$ cat config.mk
export PLATFORM = sky130hd
export DESIGN_NAME = hazard_ctrl_flat
export DESIGN_NICKNAME = d
export VERILOG_FILES = /design/src/rtl/hazard_pkg.sv /design/src/rtl/hazard_if.sv /design/src/rtl/hazard_ctrl_sat_counter.sv /design/src/rtl/hazard_ctrl.sv /design/src/flat_wrapper.sv
export SDC_FILE = /design/constraint.sdc
export NUM_CORES = 1
export LEC_CHECK = 0
export ABC_AREA = 1
export ABC_CLOCK_PERIOD_IN_PS = 1900
export CAP_MARGIN = 20
export CORE_UTILIZATION = 30
export CTS_CLUSTER_SIZE = 24
export DETAILED_ROUTE_END_ITERATION = 16
export HOLD_SLACK_MARGIN = 0.15
export PLACE_DENSITY = 0.59
export SYNTH_ARGS = -nofsm -noshare
export SYNTH_HDL_FRONTEND = slang
export SYNTH_SLANG_ARGS = --single-unit
$ cat constraint.sdc
create_clock -name clk -period 1.9 [get_ports clk]
set_input_delay 0.38 -clock clk [delete_from_list [all_inputs] [get_ports clk]]
set_output_delay 0.38 -clock clk [all_outputs]
set_load 0.03 [all_outputs]
$ cat src/rtl/hazard_pkg.sv
// Shared widths, FSM encoding and constants for the hazard controller.
package hazard_pkg;
   localparam int HZ_WORD_LEN     = 32;
   localparam int HZ_REG_ADDR_LEN = 5;

   localparam logic [HZ_REG_ADDR_LEN-1:0] ZERO_REG = '0;

   typedef enum logic {
      RUN      = 1'b0,
      MEM_WAIT = 1'b1
   } state_t;
endpackage

$ cat src/rtl/hazard_if.sv
// Freeze/flush interface between the hazard controller and the 5-stage pipeline.
interface hazard_if
   import hazard_pkg::*;
#(
   parameter int REG_ADDR_LEN = HZ_REG_ADDR_LEN
);
   logic                    id_valid;
   logic [REG_ADDR_LEN-1:0] id_src1;
   logic [REG_ADDR_LEN-1:0] id_src2;
   logic                    id_two_src;
   logic [REG_ADDR_LEN-1:0] exe_rd;
   logic                    exe_wb_en;
   logic                    exe_mem_read;
   logic                    exe_br_taken;
   logic [REG_ADDR_LEN-1:0] mem_rd;
   logic                    mem_wb_en;
   logic                    dmem_req;
   logic                    dmem_ready;
   logic                    freeze_if;
   logic                    flush_if;
   logic                    bubble_id;
   logic                    freeze_pipe;

   modport master (
      input  id_valid, id_src1, id_src2, id_two_src,
      input  exe_rd, exe_wb_en, exe_mem_read, exe_br_taken,
      input  mem_rd, mem_wb_en, dmem_req, dmem_ready,
      output freeze_if, flush_if, bubble_id, freeze_pipe
   );

   modport slave (
      output id_valid, id_src1, id_src2, id_two_src,
      output exe_rd, exe_wb_en, exe_mem_read, exe_br_taken,
      output mem_rd, mem_wb_en, dmem_req, dmem_ready,
      input  freeze_if, flush_if, bubble_id, freeze_pipe
   );
endinterface

$ cat src/rtl/hazard_ctrl_sat_counter.sv
// Event counter that sticks at all-ones instead of wrapping.
module sat_counter #(
   parameter int CNT_LEN = 16
) (
   input  logic               clk,
   input  logic               rst,
   input  logic               en,
   output logic [CNT_LEN-1:0] cnt
);
   always_ff @(posedge clk or negedge rst) begin
      if (!rst) begin
         cnt <= '0;
      end else if (en && (cnt != '1)) begin
         cnt <= cnt + CNT_LEN'(1);
      end
   end
endmodule

$ cat src/rtl/hazard_ctrl.sv
// Pipeline hazard controller: load-use/data stalls, branch flush, data-memory wait,
// plus saturating stall/flush counters.
module hazard_ctrl
   import hazard_pkg::*;
#(
   parameter int WORD_LEN     = HZ_WORD_LEN,
   parameter int REG_ADDR_LEN = HZ_REG_ADDR_LEN,
   parameter int FORWARD_EN   = 1,
   parameter int CNT_LEN      = 16
) (
   input  logic               clk,
   input  logic               rst,
   hazard_if.master           hif,
   output logic [CNT_LEN-1:0] stall_cnt,
   output logic [CNT_LEN-1:0] flush_cnt
);
   if (CNT_LEN > WORD_LEN) begin : g_cnt_len_check
      $error("CNT_LEN must not exceed WORD_LEN");
   end

   localparam logic [REG_ADDR_LEN-1:0] ZERO = REG_ADDR_LEN'(ZERO_REG);

   state_t state, state_nxt;
   logic   m1_exe, m2_exe, m1_mem, m2_mem;
   logic   hazard, mem_wait;

   always_comb begin
      m1_exe = hif.id_valid && (hif.id_src1 != ZERO) && (hif.id_src1 == hif.exe_rd) && hif.exe_wb_en;
      m2_exe = hif.id_valid && hif.id_two_src && (hif.id_src2 != ZERO) &&
               (hif.id_src2 == hif.exe_rd) && hif.exe_wb_en;
      m1_mem = hif.id_valid && (hif.id_src1 != ZERO) && (hif.id_src1 == hif.mem_rd) && hif.mem_wb_en;
      m2_mem = hif.id_valid && hif.id_two_src && (hif.id_src2 != ZERO) &&
               (hif.id_src2 == hif.mem_rd) && hif.mem_wb_en;
      if (FORWARD_EN != 0) hazard = (m1_exe || m2_exe) && hif.exe_mem_read;
      else                 hazard = m1_exe || m2_exe || m1_mem || m2_mem;
   end

   // Wait covers the request cycle itself and every cycle until ready.
   always_comb begin
      state_nxt = state;
      mem_wait  = 1'b0;
      case (state)
         RUN: begin
            if (hif.dmem_req && !hif.dmem_ready) begin
               mem_wait  = 1'b1;
               state_nxt = MEM_WAIT;
            end
         end
         MEM_WAIT: begin
            if (hif.dmem_ready) state_nxt = RUN;
            else                mem_wait  = 1'b1;
         end
         default: state_nxt = RUN;
      endcase
   end

   always_ff @(posedge clk or negedge rst) begin
      if (!rst) state <= RUN;
      else      state <= state_nxt;
   end

   always_comb begin
      hif.freeze_if   = 1'b0;
      hif.flush_if    = 1'b0;
      hif.bubble_id   = 1'b0;
      hif.freeze_pipe = 1'b0;
      if (rst) begin
         if (mem_wait) begin
            hif.freeze_if   = 1'b1;
            hif.freeze_pipe = 1'b1;
         end else if (hif.exe_br_taken) begin
            hif.flush_if  = 1'b1;
            hif.bubble_id = 1'b1;
         end else if (hazard) begin
            hif.freeze_if = 1'b1;
            hif.bubble_id = 1'b1;
         end
      end
   end

   sat_counter #(.CNT_LEN(CNT_LEN)) u_stall_cnt (
      .clk (clk),
      .rst (rst),
      .en  (hif.freeze_if),
      .cnt (stall_cnt)
   );

   sat_counter #(.CNT_LEN(CNT_LEN)) u_flush_cnt (
      .clk (clk),
      .rst (rst),
      .en  (hif.flush_if),
      .cnt (flush_cnt)
   );
endmodule

$ cat src/flat_wrapper.sv
// flat-port wrapper written by rule: the top's interface ports become plain ports
module hazard_ctrl_flat import hazard_pkg::*;
#(
   parameter int WORD_LEN     = HZ_WORD_LEN,
   parameter int REG_ADDR_LEN = HZ_REG_ADDR_LEN,
   parameter int FORWARD_EN   = 1,
   parameter int CNT_LEN      = 16
)
  (clk, rst, stall_cnt, flush_cnt, hif_id_valid, hif_id_src1, hif_id_src2, hif_id_two_src, hif_exe_rd, hif_exe_wb_en, hif_exe_mem_read, hif_exe_br_taken, hif_mem_rd, hif_mem_wb_en, hif_dmem_req, hif_dmem_ready, hif_freeze_if, hif_flush_if, hif_bubble_id, hif_freeze_pipe);
  hazard_if #(.REG_ADDR_LEN(REG_ADDR_LEN)) hif_i ();
  input  logic clk;
  input  logic rst;
  output logic [CNT_LEN-1:0] stall_cnt;
  output logic [CNT_LEN-1:0] flush_cnt;
  input wire logic [$bits(hif_i.id_valid)-1:0] hif_id_valid;
  input wire logic [$bits(hif_i.id_src1)-1:0] hif_id_src1;
  input wire logic [$bits(hif_i.id_src2)-1:0] hif_id_src2;
  input wire logic [$bits(hif_i.id_two_src)-1:0] hif_id_two_src;
  input wire logic [$bits(hif_i.exe_rd)-1:0] hif_exe_rd;
  input wire logic [$bits(hif_i.exe_wb_en)-1:0] hif_exe_wb_en;
  input wire logic [$bits(hif_i.exe_mem_read)-1:0] hif_exe_mem_read;
  input wire logic [$bits(hif_i.exe_br_taken)-1:0] hif_exe_br_taken;
  input wire logic [$bits(hif_i.mem_rd)-1:0] hif_mem_rd;
  input wire logic [$bits(hif_i.mem_wb_en)-1:0] hif_mem_wb_en;
  input wire logic [$bits(hif_i.dmem_req)-1:0] hif_dmem_req;
  input wire logic [$bits(hif_i.dmem_ready)-1:0] hif_dmem_ready;
  output wire logic [$bits(hif_i.freeze_if)-1:0] hif_freeze_if;
  output wire logic [$bits(hif_i.flush_if)-1:0] hif_flush_if;
  output wire logic [$bits(hif_i.bubble_id)-1:0] hif_bubble_id;
  output wire logic [$bits(hif_i.freeze_pipe)-1:0] hif_freeze_pipe;
  assign hif_i.id_valid = hif_id_valid;
  assign hif_i.id_src1 = hif_id_src1;
  assign hif_i.id_src2 = hif_id_src2;
  assign hif_i.id_two_src = hif_id_two_src;
  assign hif_i.exe_rd = hif_exe_rd;
  assign hif_i.exe_wb_en = hif_exe_wb_en;
  assign hif_i.exe_mem_read = hif_exe_mem_read;
  assign hif_i.exe_br_taken = hif_exe_br_taken;
  assign hif_i.mem_rd = hif_mem_rd;
  assign hif_i.mem_wb_en = hif_mem_wb_en;
  assign hif_i.dmem_req = hif_dmem_req;
  assign hif_i.dmem_ready = hif_dmem_ready;
  assign hif_freeze_if = hif_i.freeze_if;
  assign hif_flush_if = hif_i.flush_if;
  assign hif_bubble_id = hif_i.bubble_id;
  assign hif_freeze_pipe = hif_i.freeze_pipe;
  hazard_ctrl #(.WORD_LEN(WORD_LEN), .REG_ADDR_LEN(REG_ADDR_LEN), .FORWARD_EN(FORWARD_EN), .CNT_LEN(CNT_LEN)) u_core (.clk(clk), .rst(rst), .hif(hif_i), .stall_cnt(stall_cnt), .flush_cnt(flush_cnt));
endmodule
# ---- Word level (Yosys, flattened, before mapping)
# Index checks and enable logic that the tools add are counted.
dict set report classes {
  n_addsub 2
  n_eq_ne 4
  muxes 15
  bitwise_logic 1
  reduce_logical 15
}
# operator count
set op_table {}
lappend op_table {{adder 16 x 1 -> 16 bit, second input constant} 2}
lappend op_table {{inequality test 16 bit, second input constant} 2}
lappend op_table {{2-to-1 mux 1 bit} 14}
lappend op_table {{logical AND 1 bit} 11}
lappend op_table {{== test 5 bit} 2}
lappend op_table {{nonzero test 5 bit} 2}
lappend op_table {{one-hot mux 1 bit (2 select lines)} 1}
lappend op_table {{zero test 1 bit} 1}
lappend op_table {{logical OR 1 bit} 1}
lappend op_table {{NOT 1 bit} 1}
dict set report word_totals {
  reg_bits 33
  inputBits 30
  out_inout_bits 36
  elab_cells 40
}

# ---- Longest topological paths before layout
dict set report logic_depth {
  depth_word 11
  depth_mapped 14
  mapped_depth_nobuf 13
}

# ---- By module
# A second synthesis with hierarchy kept.
dict set report unflattened {
  cells_unflattened 371
  area_unflattened_um2 2438.6
}
# mod n_inst cells_per_inst area_each_um2 seq_area_each_um2
set by_module_without_submodules {}
lappend by_module_without_submodules {sat_counter 2 149 1058.5 400.4}
lappend by_module_without_submodules {hazard_ctrl 1 73 321.6 25.0}

# ---- Least setup slack after synthesis
# Ideal clock, no wire load.
dict set report synth_path {
  path_type {input-to-output}
  from {input port hif_dmem_ready}
  to {output port hif_freeze_if}
  arrival_ns 1.440
  required_ns 1.520
  setup_slack_ns 0.080
  cell_stages 5
  n_path_buf 1
  cell_sequence {o21bai_2 nor2_1 inv_1 nand2_2 buf_4}
}
dict set report synth_via {
  elab_chain_len 6
  word_cells_on_any_way 7
}
# item line_no
set synth_lines {}
lappend synth_lines {{start: declaration} flat_wrapper.sv:26} ;# input wire logic [$bits(hif_i.dmem_ready)-1:0] hif_dmem_ready;
lappend synth_lines {{zero test 1 bit} hazard_ctrl.sv:44} ;# if (hif.dmem_req && !hif.dmem_ready) begin
lappend synth_lines {{logical AND 1 bit} hazard_ctrl.sv:44}
lappend synth_lines {{2-to-1 mux 1 bit} hazard_ctrl.sv:44}
lappend synth_lines {{one-hot mux 1 bit (2 select lines) *} hazard_ctrl.sv:42} ;# case (state)
lappend synth_lines {{2-to-1 mux 1 bit *} hazard_ctrl.sv:68} ;# if (mem_wait) begin
lappend synth_lines {{2-to-1 mux 1 bit *} hazard_ctrl.sv:67} ;# if (rst) begin
lappend synth_lines {{end: declaration} flat_wrapper.sv:27} ;# output wire logic [$bits(hif_i.freeze_if)-1:0] hif_freeze_if;
# Every way passes the cells marked *; elsewhere a longest branch is shown, timed or not.

# ---- Worst setup path in the final report
dict set report layout_path {
  from {register u_core.u_stall_cnt.cnt[2]}
  to {output port stall_cnt[2]}
}
# item line_no
set layout_rtl {}
lappend layout_rtl {{start: declaration} hazard_ctrl_sat_counter.sv:8} ;# output logic [CNT_LEN-1:0] cnt
lappend layout_rtl {{start signal: assignment} hazard_ctrl_sat_counter.sv:14} ;# cnt <= cnt + CNT_LEN'(1);
lappend layout_rtl {{end: declaration} flat_wrapper.sv:13} ;# output logic [CNT_LEN-1:0] stall_cnt;
# No word-level cell between the ends.

==> flow_metrics.tcl <==
set metrics [dict create \
    max-slew-margin-rel_pct 73.1 \
    internal-power_mw 1.34 \
    synth-seq-area-share_pct 39.3 \
    fillers 698 \
    wl_um 4870 \
    ys_warn_count 0 \
    cts_buffers 5 \
    p_switching_mw 0.757 \
    cp_cell_sequence "clkdlybuf4s50_1" \
    drt-initial-drc-count 84 \
    hold_viol 0 \
    num_vias 1952 \
    port_buffers 59 \
    hold_class "in2async" \
    initial_core_util_pct 31.0 \
    ant_nets 0 \
    area_delta_synth_final_pct 39.3 \
    ys.flop_type "dfrtp_1" \
    clock_skew_ps 5.32 \
    synth_cells 281 \
    antenna_found_initial 0 \
    clockPowerShare_pct 24.2 \
    rows 30 \
    powerDensity_nw_per_um2 717 \
    place_ws_ps -267 \
    gr-total-overflow 0 \
    grt_max_degree 33 \
    synth_top_cell_by_area "dfrtp_1" \
    wl_per_cell_um 10.8 \
    slew_violations 0 \
    grt_pass1_vias 1849 \
    yosysMostFrequentCell "nand2_1" \
    netlist_area_um2 2100 \
    postCtsSetupRepairBufs 0 \
    io_pins 66 \
    ys_async_sr_fraction_pct 100 \
    ys_ff_latch 33 \
    status "complete, no violations" \
    syn_nets 313 \
    seq_power_share_pct 42.8 \
    gp_congestion 0.811 \
    setup_ws_ps 68.3 \
    crit_arrival_ps 1450 \
    synth.avg_cell_area_um2 7.48 \
    finalCritPeriodShare_pct 96.4 \
    synth_edf_count 0 \
    antenna_cells 0 \
    grt_pass1_wl_um 8310 \
    multiInputGateArea_um2 1120 \
    layout.area.seq_um2 826 \
    ir_drop_v 0.000527 \
    viasPerCell 4.34 \
    final_cells 450 \
    crit_type "reg2out" \
    dieArea_um2 7350 \
    p_leak_nw 1.44 \
    critical-path-top-delay-family "buffers and inverters" \
    synth.top_cell.area_share_pct 39.3 \
    fmaxAchievable_mhz 546 \
    layout.nets 385 \
    dp_hpwl_um 3670 \
    insertion_delay_ps 280 \
    tritoncts "built" \
    path_clk_slew_ps 70 \
    combPwrFrac_pct 32.9 \
    final_layout_size_suffix_gt1_share_pct 15.8 \
    cp_num_buf_inv 1 \
    grt_util_all_layers_pct 14.0 \
    netSwitchingFraction_pct 36.0 \
    cts_root_buffer "clkbuf_8" \
    die_x_um 85.7 \
    min_period_ps 1830 \
    yosysUniqueCellTypes 28 \
    setup_viol 0 \
    timing.hold.ws_ps 248 \
    firstDrtPassIters 4 \
    cts_buffer_depth 2 \
    ys_top_cells_by_area "dfrtp_1, nand2_1, xor2_1" \
    core_um2 6790 \
    htree_levels 2 \
    max_stage_delay_ps 720 \
    rsz0062_at_grt "false" \
    slowest_stage "clkdlybuf4s50_1" \
    critPathCaptureType "output pin" \
    yosys-top-cells-count "nand2_1, inv_1, dfrtp_1, nand3_1, nor2_1" \
    finalSetupTns_ps 0 \
    crit_path_max_fanout 5 \
    crit_required_ps 1520 \
    drc 0 \
    dp.cells 441 \
    cts_sinks 33 \
    die_h_um 85.7 \
    maxCapViolCount 0 \
    worstMarginPinSlew_ps 404 \
    critical_path.startpoint_type "flip-flop" \
]
cell type report:
cell class,count,area share (%)
Tap cell,96,4.10
Timing Repair Buffer,69,21.6
Multi-Input combinational cell,204,38.1
Clock buffer,6,2.48
Sequential cell,33,28.2
Inverter,40,5.13
Clock inverter,2,0.342
worst register-to-register path, stage by stage, from the launching register on:
cell and delay, ps:
dfrtp_1 410, ha_1 240, nand3_2 130, nor2_2 170, nand2_2 100, nor2_4 110
nand2_4 130, nand3b_2 130, inv_1 60, nand3_1 70, nand2_1 50
flip-flops by register name, indices dropped and copies added (netlist names):
name / flops
u_core.u_flush_cnt.cnt: 16
u_core.u_stall_cnt.cnt: 16
u_core.state: 1
final timing paths:
path | startpoint | end | slack (ps) | cells past startpoint
min reg2reg | u_core.u_flush_cnt.cnt[8] | u_core.u_flush_cnt.cnt[8] | 500 | 1
max reg2reg | u_core.u_stall_cnt.cnt[1] | u_core.u_stall_cnt.cnt[9] | 200 | 10
max | u_core.u_stall_cnt.cnt[2] | stall_cnt[2] | 70 | 1
max in group asynchronous | rst | u_core.state | 1200 | 3
min | rst | u_core.u_flush_cnt.cnt[11] | 250 | 2
min in group clk | u_core.u_flush_cnt.cnt[8] | u_core.u_flush_cnt.cnt[8] | 500 | 1
cells in the final DEF (no fill, tap or decap), types with 7 or more instances in the layout:
cell	count
clkdlybuf4s50_1	37
xor2_1	20
nand2_1	88
buf_4	11
inv_1	35
clkdlybuf4s15_1	7
nor2_1	21
xnor2_1	7
dfrtp_1	33
nand3_1	27
layer usage:
| metal | up-vias | routed length (µm) | part of all wire [%] | GRT usage, % |
|---|---|---|---|---|
| li1 | 1015 | - | - | - |
| met3 | 4 | 218 | 4.5 | 2.89 |
| met4 | 0 | 22 | 0.45 | 2.73 |
| met1 | 889 | 2320 | 48 | 18.9 |
| met5 | - | 0 | 0 | 0 |
| met2 | 44 | 2310 | 47 | 23.3 |
power by group through the flow:
stage | Combinational, mW | Clock (mW) | Sequential, mW
2_1_floorplan | 0.218 | 0 | 1.08
3_3_place_gp | 0.693 | 0 | 0.912
3_5_place_dp | 0.702 | 0 | 0.915
4_1_cts | 0.695 | 0.535 | 0.903
5_1_grt | 0.754 | 0.560 | 0.916
6_report | 0.691 | 0.509 | 0.899
cell families (layout without fill, tap and decap cells):
logic type,count (synthesis),in the layout,share of synthesized area [%]
and+or+nand+nor,169,169,37.8
DFF,33,33,39.3
buffers and inverters,44,117,8.63
xor gates and xnor gates,27,27,11.2
adders and majority gates,2,2,1.19
AOI/OAI and AO/OA,6,6,1.84
timing repair:
action,in CTS,in global routing
hold buffers,0,1
hold endpoints to repair,0,1
setup endpoints to repair,2,3
pin swaps,11,13
resized for setup,25,25
stage by stage:
step	total power [mW]	utilization (%)	area (µm²)
after detailed placement	1.62	41.8	2840
after global placement	1.61	41.8	2840
after CTS	2.13	42.9	2920
final	2.10	43.1	2930
after global routing	2.23	43.1	2930
after floorplan	1.29	-	2100
(Power assumes the default switching activity.)
